**src/rtl/if_id_buffer.sv**
```systemverilog
// if_id_buffer: fetch-to-decode skid buffer.
// A fetch accepted in cycle N is tracked in a one-deep stage (s1) while the
// instruction RAM answers. Its {pc, inst} pair is written into a 2-entry FIFO
// in cycle N+1 and reaches decode in cycle N+2. The head is held in dedicated
// output registers, so there is no combinational path from the RAM read data
// to id_inst.
// Optional feature macro: IF_ID_MISALIGN_CHK_EN (adds id_misalign and
// substitutes NOP_INST for fetches whose PC is not word aligned).
module if_id_buffer #(
   parameter logic [31:0] NOP_INST = 32'h0000_0013
) (
   input  logic        clk,
   input  logic        rst_n,
   input  logic [31:0] if_pc,
   input  logic        if_req,
   output logic        if_ready,
   input  logic [31:0] inst_ram_rdata,
   input  logic        flush,
   input  logic        id_ready,
`ifdef IF_ID_MISALIGN_CHK_EN
   output logic        id_misalign,
`endif
   output logic        id_valid,
   output logic [31:0] id_pc,
   output logic [31:0] id_inst
);

   localparam int unsigned XLEN  = 32;
   localparam int unsigned DEPTH = 2;
   localparam int unsigned CNT_W = 2;
   localparam int unsigned OCC_W = 3;

   // fetch stage tracking the outstanding RAM read
   logic            s1_valid_q, s1_valid_d;
   logic [XLEN-1:0] s1_pc_q, s1_pc_d;

   // FIFO storage and control
   logic [XLEN-1:0]  pc_mem_q   [DEPTH];
   logic [XLEN-1:0]  pc_mem_d   [DEPTH];
   logic [XLEN-1:0]  inst_mem_q [DEPTH];
   logic [XLEN-1:0]  inst_mem_d [DEPTH];
   logic             wr_ptr_q, wr_ptr_d;
   logic             rd_ptr_q, rd_ptr_d;
   logic [CNT_W-1:0] count_q, count_d;

   // head output registers
   logic [XLEN-1:0] head_pc_q, head_pc_d;
   logic [XLEN-1:0] head_inst_q, head_inst_d;

`ifdef IF_ID_MISALIGN_CHK_EN
   logic mis_mem_q [DEPTH];
   logic mis_mem_d [DEPTH];
   logic head_mis_q, head_mis_d;
`endif

   logic             accept_c;
   logic             pop_c;
   logic [OCC_W-1:0] occ_c;
   logic [XLEN-1:0]  wr_inst_c;
   logic             s1_mis_c;

   // handshakes and the occupancy that decides whether a new fetch can fit
   always_comb begin
      id_valid = (count_q != CNT_W'(0)) && !flush;
      pop_c    = id_valid && id_ready;
      occ_c    = OCC_W'(count_q) + OCC_W'(s1_valid_q) - OCC_W'(pop_c);
      if_ready = !rst_n && !flush && (occ_c <= OCC_W'(1));
      accept_c = if_req && if_ready;
   end

   // instruction word written into the FIFO for the returning fetch
   always_comb begin
      s1_mis_c  = (s1_pc_q[1:0] != 2'b00);
`ifdef IF_ID_MISALIGN_CHK_EN
      wr_inst_c = s1_mis_c ? NOP_INST : inst_ram_rdata;
`else
      wr_inst_c = inst_ram_rdata;
`endif
   end

   // next state for fetch stage, FIFO and head registers; flush wins
   always_comb begin
      s1_valid_d  = accept_c;
      s1_pc_d     = accept_c ? if_pc : s1_pc_q;
      pc_mem_d    = pc_mem_q;
      inst_mem_d  = inst_mem_q;
      wr_ptr_d    = wr_ptr_q;
      rd_ptr_d    = rd_ptr_q;
      count_d     = count_q;
      head_pc_d   = head_pc_q;
      head_inst_d = head_inst_q;
`ifdef IF_ID_MISALIGN_CHK_EN
      mis_mem_d   = mis_mem_q;
      head_mis_d  = head_mis_q;
`endif

      if (flush) begin
         s1_valid_d = 1'b0;
         wr_ptr_d   = 1'b0;
         rd_ptr_d   = 1'b0;
         count_d    = CNT_W'(0);
      end else begin
         if (s1_valid_q) begin
            pc_mem_d[wr_ptr_q]   = s1_pc_q;
            inst_mem_d[wr_ptr_q] = wr_inst_c;
`ifdef IF_ID_MISALIGN_CHK_EN
            mis_mem_d[wr_ptr_q]  = s1_mis_c;
`endif
            wr_ptr_d = ~wr_ptr_q;
         end
         if (pop_c) begin
            rd_ptr_d = ~rd_ptr_q;
         end
         count_d = count_q + CNT_W'(s1_valid_q) - CNT_W'(pop_c);
         // head only moves when something will be there; otherwise it holds
         if (count_d != CNT_W'(0)) begin
            head_pc_d   = pc_mem_d[rd_ptr_d];
            head_inst_d = inst_mem_d[rd_ptr_d];
`ifdef IF_ID_MISALIGN_CHK_EN
            head_mis_d  = mis_mem_d[rd_ptr_d];
`endif
         end
      end
   end

   // state registers with synchronous active-high reset
   always_ff @(posedge clk) begin
      if (rst_n) begin
         s1_valid_q  <= 1'b0;
         s1_pc_q     <= '0;
         wr_ptr_q    <= 1'b0;
         rd_ptr_q    <= 1'b0;
         count_q     <= '0;
         head_pc_q   <= '0;
         head_inst_q <= '0;
         for (int i = 0; i < DEPTH; i++) begin
            pc_mem_q[i]   <= '0;
            inst_mem_q[i] <= '0;
         end
`ifdef IF_ID_MISALIGN_CHK_EN
         head_mis_q <= 1'b0;
         for (int i = 0; i < DEPTH; i++) begin
            mis_mem_q[i] <= 1'b0;
         end
`endif
      end else begin
         s1_valid_q  <= s1_valid_d;
         s1_pc_q     <= s1_pc_d;
         wr_ptr_q    <= wr_ptr_d;
         rd_ptr_q    <= rd_ptr_d;
         count_q     <= count_d;
         head_pc_q   <= head_pc_d;
         head_inst_q <= head_inst_d;
         pc_mem_q    <= pc_mem_d;
         inst_mem_q  <= inst_mem_d;
`ifdef IF_ID_MISALIGN_CHK_EN
         head_mis_q  <= head_mis_d;
         mis_mem_q   <= mis_mem_d;
`endif
      end
   end

   // head outputs straight from registers
   always_comb begin
      id_pc   = head_pc_q;
      id_inst = head_inst_q;
`ifdef IF_ID_MISALIGN_CHK_EN
      id_misalign = head_mis_q && id_valid;
`endif
   end

endmodule

```
**config.mk**
```make
export PLATFORM = sky130hd
export DESIGN_NAME = if_id_buffer
export DESIGN_NICKNAME = d
export VERILOG_FILES = /design/src/rtl/if_id_buffer.sv
export SDC_FILE = /design/constraint.sdc
export NUM_CORES = 1
export LEC_CHECK = 0
export ABC_AREA = 1
export BUFFER_PORTS_ARGS = -buffer_cell sky130_fd_sc_hd__clkbuf_2
export CAP_MARGIN = 5
export CORE_MARGIN = 2
export CORE_UTILIZATION = 45
export CTS_BUF_LIST = sky130_fd_sc_hd__clkbuf_8
export CTS_CLUSTER_DIAMETER = 30
export DETAILED_ROUTE_END_ITERATION = 10
export PLACE_DENSITY = 0.62
export SLEW_MARGIN = 20
export SYNTH_ARGS = -nofsm -noshare
export SYNTH_HDL_FRONTEND = slang
export SYNTH_SLANG_ARGS = --single-unit
```
**constraint.sdc**
```tcl
create_clock -name clk -period 5.4 [get_ports clk]
set_clock_uncertainty 0.15 [all_clocks]
set_input_delay 1.08 -clock clk [delete_from_list [all_inputs] [get_ports clk]]
set_output_delay 1.08 -clock clk [all_outputs]
set_load 0.02 [all_outputs]
```
; Word level (Yosys, flattened, before mapping)
; Index checks and enable logic that the tools add are counted.
[word_totals]
regBits = 229
latchBits = 0
mem_bits_rw = 0
mem_bits_ro = 0
in_bits = 69
out_inout_bits = 66
elab_cells = 50
n_memories = 0
[classes]
add_sub_neg = 4
mul = 0
div = 0
n_lt_le_gt_ge = 4
n_eq_ne = 0
shifts = 0
mux = 14
bitwise_logic = 5
n_reduce_logical = 12
[ops]
columns = cell, n
row1 = $mux W32, 7
row2 = $bwmux W64, 2
row3 = $mux W64, 2
row4 = $demux W32 S1, 1
row5 = $logic_and A1 B1 Y1, 6
row6 = $ge A2 B2 Y1 const B, 2
row7 = $not A1 Y2, 2
row8 = $reduce_bool A2 Y1, 2
row9 = $add A2 B1 Y3, 1
row10 = $le A3 B1 Y1 const B, 1
row11 = $not A1 Y1, 3
row12 = $sub A3 B1 Y3, 1
row13 = $add A2 B1 Y2, 1
row14 = $logic_not A1 Y1, 2
row15 = $lt A2 B1 Y1 const B, 1
row16 = $mux W1, 2
row17 = $reduce_and A2 Y1, 1
row18 = $reduce_or A2 Y1, 1
row19 = $sub A2 B1 Y2, 1

; Logic depth before layout (Yosys ltp)
; Gate-level depths: netlist (run 1).
[depth]
depth_word = 10
ltp_mapped = 19

; Least setup slack after synthesis (run 1)
; OpenSTA, ideal clock, no wires.
[synth_timing]
path_type = input-to-output
from = in flush
to = out if_ready
arrival_ns = 2.828
t_required_ns = 4.170
setup_slack_ns = 1.342
cell_stages = 14
n_path_buf = 2
cell_sequence = buf_6 > inv_2 > buf_6 > nand3_2 > inv_1 > ha_1 > inv_1 > ha_1 > inv_1 > fa_1 > inv_1 > nor2_1 > nand2_1 > inv_1
[synth_via]
elab_chain_cells = 6
word_cells_on_any_way = 7
classes_between = add/sub: 1 / order compare: 1 / reduce/logical: 5
[synth_rtl]
columns = element, line_no
row1 = start: declaration, 18  ; input logic flush,
row2 = $logic_not A1 Y1 (*), "64, 67"
row3 = $logic_and A1 B1 Y1, 64  ; id_valid = (count_q != CNT_W'(0)) && !flush;
row4 = $logic_and A1 B1 Y1, 65  ; pop_c = id_valid && id_ready;
row5 = $sub A3 B1 Y3, 66  ; occ_c = OCC_W'(count_q) + OCC_W'(s1_valid_q) - OCC_W'(pop_c);
row6 = $le A3 B1 Y1, 67  ; if_ready = !rst_n && !flush && (occ_c <= OCC_W'(1));
row7 = $logic_and A1 B1 Y1 (*), 67
row8 = end: declaration, 16  ; output logic if_ready,
; Every way passes the cells marked *; elsewhere a longest branch is shown, timed or not.

; Final worst setup path (run 1)
; Same ends and word-level chain as after synthesis.

==> flow_summary.yaml, run 1 <==
grt:
  grt_use_total_pct: 23.0
  grt_overflow_total: 0
  grt_pass1_vias: 10200
  grt_pass1_wl_um: 50000
  antenna_found_initial: 1
  grt_max_degree: 110
cts:
  clockBufferDepth: 3
  cts_num_sinks: 229
  root_buffer: "clkbuf_8"
  postCtsHoldBufs: 0
  clk_pin_slew_worst_paths_ns: 0.06
  ctsHtreeMaxLevel: 2
  cts_tree: "built"
  cts-resized-gates: 0
  cts_setup_buffers: 0
  cts_buffers: 54
  insertion_delay_ns: 0.56
cells_and_area:
  seq_area_um2: 4580
  fin_util_pct: 53.7
  nFillCells: 2554
  final_cells: 2218
  drive_gt1_share_pct: 13.6
  layout_common_cells: "nand2_1, nor2_1, inv_1"
  multi_input_area_um2: 4990
  fin_nets: 1923
  area_delta_synth_final_pct: 16.7
yosys:
  synthDistinctLibCells: 22
  synth.yosys.seq_area_share_pct: 40.9
  syn-cell-area_um2: 11200
  ys_warn_count: 0
  syn_inst: 1771
  syn_nets: 1843
  ys_ff_latch: 229
  synth_area_per_cell_um2: 6.33
critical_path:
  rr_startpoint: "count_q[1]"
  path_buf_inv: 8
  worst_path_most_repeated_cell: "inv_1"
  cpPeakStageDelay_ns: 0.53
  worstPathArrival_ns: 3.23
  cp-start-kind: "input port"
  cp_max_fo: 20
  crit_chain: "buf_4 > inv_4 > nand3_2 > inv_1 > ha_1 > inv_1 > ha_1 > inv_1 > fa_1 > inv_1 > nor2_1 > nand2_1 > inv_1 > clkbuf_2"
  worstSetupPathDepth: 14
  path_class: "in -> out"
  r2r_end: "id_pc[18]"
  end_kind: "output pin"
  r2r_slack_ns: 1.97
  ff2ff_path_depth: 16
  cp_data_required_time_ns: 4.17
  crit_family: "adder cells"
  cp-startpoint: "flush"
  critPathSlowestCell: "fa_1"
  worstSetupEndpoint: "if_ready"
power_and_ir_drop:
  ir_drop_mv: 0.280
  cellPowerDensity_nw_per_um2: 357
  leakage_uw: 0.00691
place:
  dp.final_hpwl_um: 16600
  place_inst: 2119
  place_ws_ns: 0.950
  gp_congestion: 0.770
  portBuffers: 134
die:
  die_h_um: 162
  core_area_um2: 24400
  die_area_um2: 26200
  die_w_um: 162
  io_pins: 135
  std_cell_rows: 57
  initial_core_util_pct: 46.0
timing:
  maxSlewHeadroom_pct: 29.4
  holdWs_ns: 0.315
  slew_violations: 0
  fin_ws_ns: 0.936
  worst_pin_slew_ns: 1.06
  setup_violations: 0
  finalHoldViolCount: 0
  min_period_ns: 4.46
  fmax_ghz: 0.224
  fin_crit_sh_pct: 82.7
  rsz0062_at_grt: "false"
  setup_tns_ns: 0
drt:
  wl_um: 30100
  antenna_left: 0
  route.detailed.drc: 0
  drt_iter0_drc: 673
  wl_per_cell_um: 13.6
  vias_per_cell: 4.93
  drtPass1Iterations: 6
  vias: 10900
run_status:
  status: "complete, no violations"
hold_path:
  hp-class: "reg -> reg"
  min-delay-start: "s1_pc_q[0]"
job:
  cap_violations: 0
==> cells by family after synthesis <==
logic type / after synthesis / synth area share [%]
XOR/XNOR: 1 / 0.0781
buffers and inverters: 398 / 14.8
AND/OR/NAND/NOR: 848 / 30.8
AO/OA/AOI/OAI: 292 / 13.0
flip-flops: 229 / 40.9
adder cells (fa/ha/maj): 3 / 0.401
==> cell type report <==
cell class | instances | area share (%)
clock buffers | 66 | 6.94
well taps | 324 | 3.10
repair buffers | 150 | 6.30
clock inverters | 32 | 2.64
multi-input cells | 1144 | 38.1
inverters | 272 | 7.84
diodes | 1 | 0.0191
flip-flops and latches | 229 | 35.0
==> through the flow <==
step	total power, uW	area (um^2)
2_1_floorplan	2280	11200
5_1_grt	4910	13100
3_5_place_dp	2430	11800
4_1_cts	4720	13100
6_report	4670	13100
3_3_place_gp	2420	11800
==> worst register-to-register path: stages, from the launching register on <==
cell     delay [ns]
dfxtp_1        0.39
inv_1          0.07
nand2_1        0.16
nand3_2        0.13
inv_1          0.08
ha_1           0.22
inv_1          0.06
ha_1           0.13
inv_1          0.05
fa_1           0.47
inv_1          0.09
o21ai_1        0.11
inv_4          0.49
buf_12         0.37
nand3_1        0.23
nand2_1        0.09
inv_1          0.04
==> worst min path at each step <==
stage	to	slack, ns	cells after the start
after floorplan	s1_pc_q[0]	0.29	2
after global placement	s1_pc_q[0]	0.30	2
after detailed placement	s1_pc_q[0]	0.31	2
after CTS	s1_pc_q[0]	0.32	2
after global routing	s1_pc_q[0]	0.33	2
final	s1_pc_q[0]	0.31	2
==> cells in the mapped netlist <==
cell      count  share of area (%)
a21oi_1      67                3.0
buf_1         3               0.10
buf_2        50                2.2
buf_4        12               0.80
buf_6         8               0.80
clkbuf_1     53                1.8
dfxtp_1     229                 41
fa_1          1               0.18
ha_1          2               0.22
inv_1       268                9.0
inv_2         4               0.13
nand2_1     325                 11
nand2_2       3               0.17
nand3_1     193                8.6
nand3_2       1              0.089
nand4_1       1              0.056
nand4_2       1               0.11
nor2_1      323                 11
nor2_4        1               0.10
o21ai_0     203                9.1
o21ai_1      22               0.98
xnor2_1       1              0.078
==> report_power, final <==
group,switching [uW],internal (uW)
Sequential,50.2,1800
Combinational,352,187
Clock,828,1450
==> layer usage <==
metal / GRT usage, % / share of wire [%] / vias up
li1: - / - / 5658
met1: 29.9 / 46 / 4942
met2: 39.2 / 46 / 286
met3: 3.98 / 5.8 / 39
met4: 6.68 / 1.5 / 0
met5: 0 / 0 / -
==> registers in the layout (all words and copies together), names as in the netlist <==
name        count
s1_valid_q      1
rd_ptr_q        1
wr_ptr_q        1
pc_mem_q       64
id_inst        32
inst_mem_q     64
s1_pc_q        32
count_q         2
id_pc          32
(Power assumes the default switching activity.)
==> run 2, diff against run 1 <==
--- a/config.mk
+++ b/config.mk
@@ -13,7 +13,7 @@
 export CTS_BUF_LIST = sky130_fd_sc_hd__clkbuf_8
 export CTS_CLUSTER_DIAMETER = 30
 export DETAILED_ROUTE_END_ITERATION = 10
-export PLACE_DENSITY = 0.62
+export PLACE_DENSITY = 0.65
 export SLEW_MARGIN = 20
 export SYNTH_ARGS = -nofsm -noshare
 export SYNTH_HDL_FRONTEND = slang
==> constraint.sdc (replaced) <==
create_clock -name clk -period 3.8 [get_ports clk]
set_clock_uncertainty 0.15 [all_clocks]
set_input_delay 0.76 -clock clk [delete_from_list [all_inputs] [get_ports clk]]
set_output_delay 0.76 -clock clk [all_outputs]
set_load 0.02 [all_outputs]
==> flow_summary.yaml, run 2 (synthesized netlist as in run 1, its figures left out) <==
drt:
  drt_iter0_drc: 651
  wl_per_cell_um: 13.3
  vias: 11000
  wl_um: 29800
  antenna_left: 0
  vias_per_cell: 4.91
  route.detailed.drc: 0
  drtPass1Iterations: 5
timing:
  min_period_ns: 3.60
  rsz0062_at_grt: "false"
  maxSlewHeadroom_pct: 34.2
  worst_pin_slew_ns: 0.985
  fin_ws_ns: 0.203
  slew_violations: 0
  fmax_ghz: 0.278
  setup_tns_ns: 0
  finalHoldViolCount: 0
  setup_violations: 0
  fin_crit_sh_pct: 94.7
critical_path:
  worstPathArrival_ns: 2.69
  cp_max_fo: 3
  cp-start-kind: "flop"
  path_class: "reg -> out"
  end_kind: "output pin"
  cp_data_required_time_ns: 2.89
cells_and_area:
  seq_area_um2: 4590
  diodes: 0
  fin_area_um2: 13200
  layout_common_cells: "nand2_1, nor2_1, inv_1"
  multi_input_area_um2: 5010
  fin_nets: 1934
  area_delta_synth_final_pct: 18.1
  top_regs: "inst_mem_q (64), pc_mem_q (64)"
  drive_gt1_share_pct: 14.2
  nFillCells: 2494
cts:
  cts_setup_buffers: 0
  cts_num_sinks: 229
  ctsHtreeMaxLevel: 2
  root_buffer: "clkbuf_8"
  cts_tree: "built"
  clk_pin_slew_worst_paths_ns: 0.06
  cts_buffers: 57
  clockBufferDepth: 3
  insertion_delay_ns: 0.56
power_and_ir_drop:
  ir_drop_mv: 0.310
  cellPowerDensity_nw_per_um2: 498
  leakage_uw: 0.00700
  power_uw: 6590
die:
  die_h_um: 162
  core_area_um2: 24400
  initial_core_util_pct: 46.0
  die_w_um: 162
  die_area_um2: 26200
  std_cell_rows: 57
  io_pins: 135
place:
  place_ws_ns: 0.218
  dpl-instance-area_um2: 12000
  dp.final_hpwl_um: 16800
  gp_congestion: 0.767
  portBuffers: 134
grt:
  grt_max_degree: 83
  grt_overflow_total: 0
  grt_use_total_pct: 22.5
  grt_pass1_wl_um: 48800
  antenna_found_initial: 0
  grt_pass1_vias: 9924
run_status:
  status: "complete, no violations"
job:
  cap_violations: 0
hold_path:
  hp-class: "in -> reg"
## run 2: critical path: stages, from the launching register on
cell,delay (ns)
dfxtp_4,0.36
inv_2,0.08
nand2_4,0.07
nand3_4,0.08
inv_1,0.05
ha_1,0.26
inv_1,0.05
ha_1,0.13
inv_1,0.05
fa_1,0.50
inv_1,0.06
nor2_2,0.11
nand2_1,0.07
inv_1,0.10
buf_4,0.15
## run 2: repair_timing
action	CTS	global route
setup endpoints to repair	1	1
hold endpoints to repair	0	0
pin swaps	0	2
hold buffers	0	0
resized for setup	3	6
cloned	0	0
## run 2: path summary, 6_finish.rpt
| check | start | endpoint | slack (ns) | cells after the start |
|---|---|---|---|---|
| max | count_q[1] | if_ready | 0.20 | 14 |
| min | if_pc[10] | s1_pc_q[10] | 0.31 | 3 |
| max reg2reg | count_q[1] | id_inst[2] | 0.91 | 16 |
| min reg2reg | s1_pc_q[7] | s1_pc_q[7] | 0.31 | 2 |
## run 2: power by group
group / switching, uW / internal, uW / leakage (uW)
sequential: 70.7 / 2560 / 0.00188
clock: 1210 / 1970 / 0.000686
combinational: 500 / 278 / 0.00443
## run 2: area by class of cell
type	instances	area share (%)
Multi-Input combinational cell	1144	37.8
Tap cell	324	3.06
Clock inverter	38	2.40
Sequential cell	229	34.6
Clock buffer	68	7.07
Inverter	272	7.75
Timing Repair Buffer	158	7.26
## run 2: metal layers
layer	vias to the layer above	GRT usage, %	wire [um]
met5	-	0	0
li1	5683	-	-
met4	0	6.68	498
met2	294	37.2	13800
met1	4942	30.1	13700
met3	49	3.86	1800
## run 2: stage by stage
stage / std cells / utilization [%] / hold slack [ns]
after floorplan: 1771 / - / 0.288
after CTS: 2233 / 54.2 / 0.277
after global routing: 2233 / 54.3 / 0.295
after detailed placement: 2127 / 49.1 / 0.307
final: 2233 / 54.3 / 0.310
after global placement: 2127 / 49.1 / 0.304
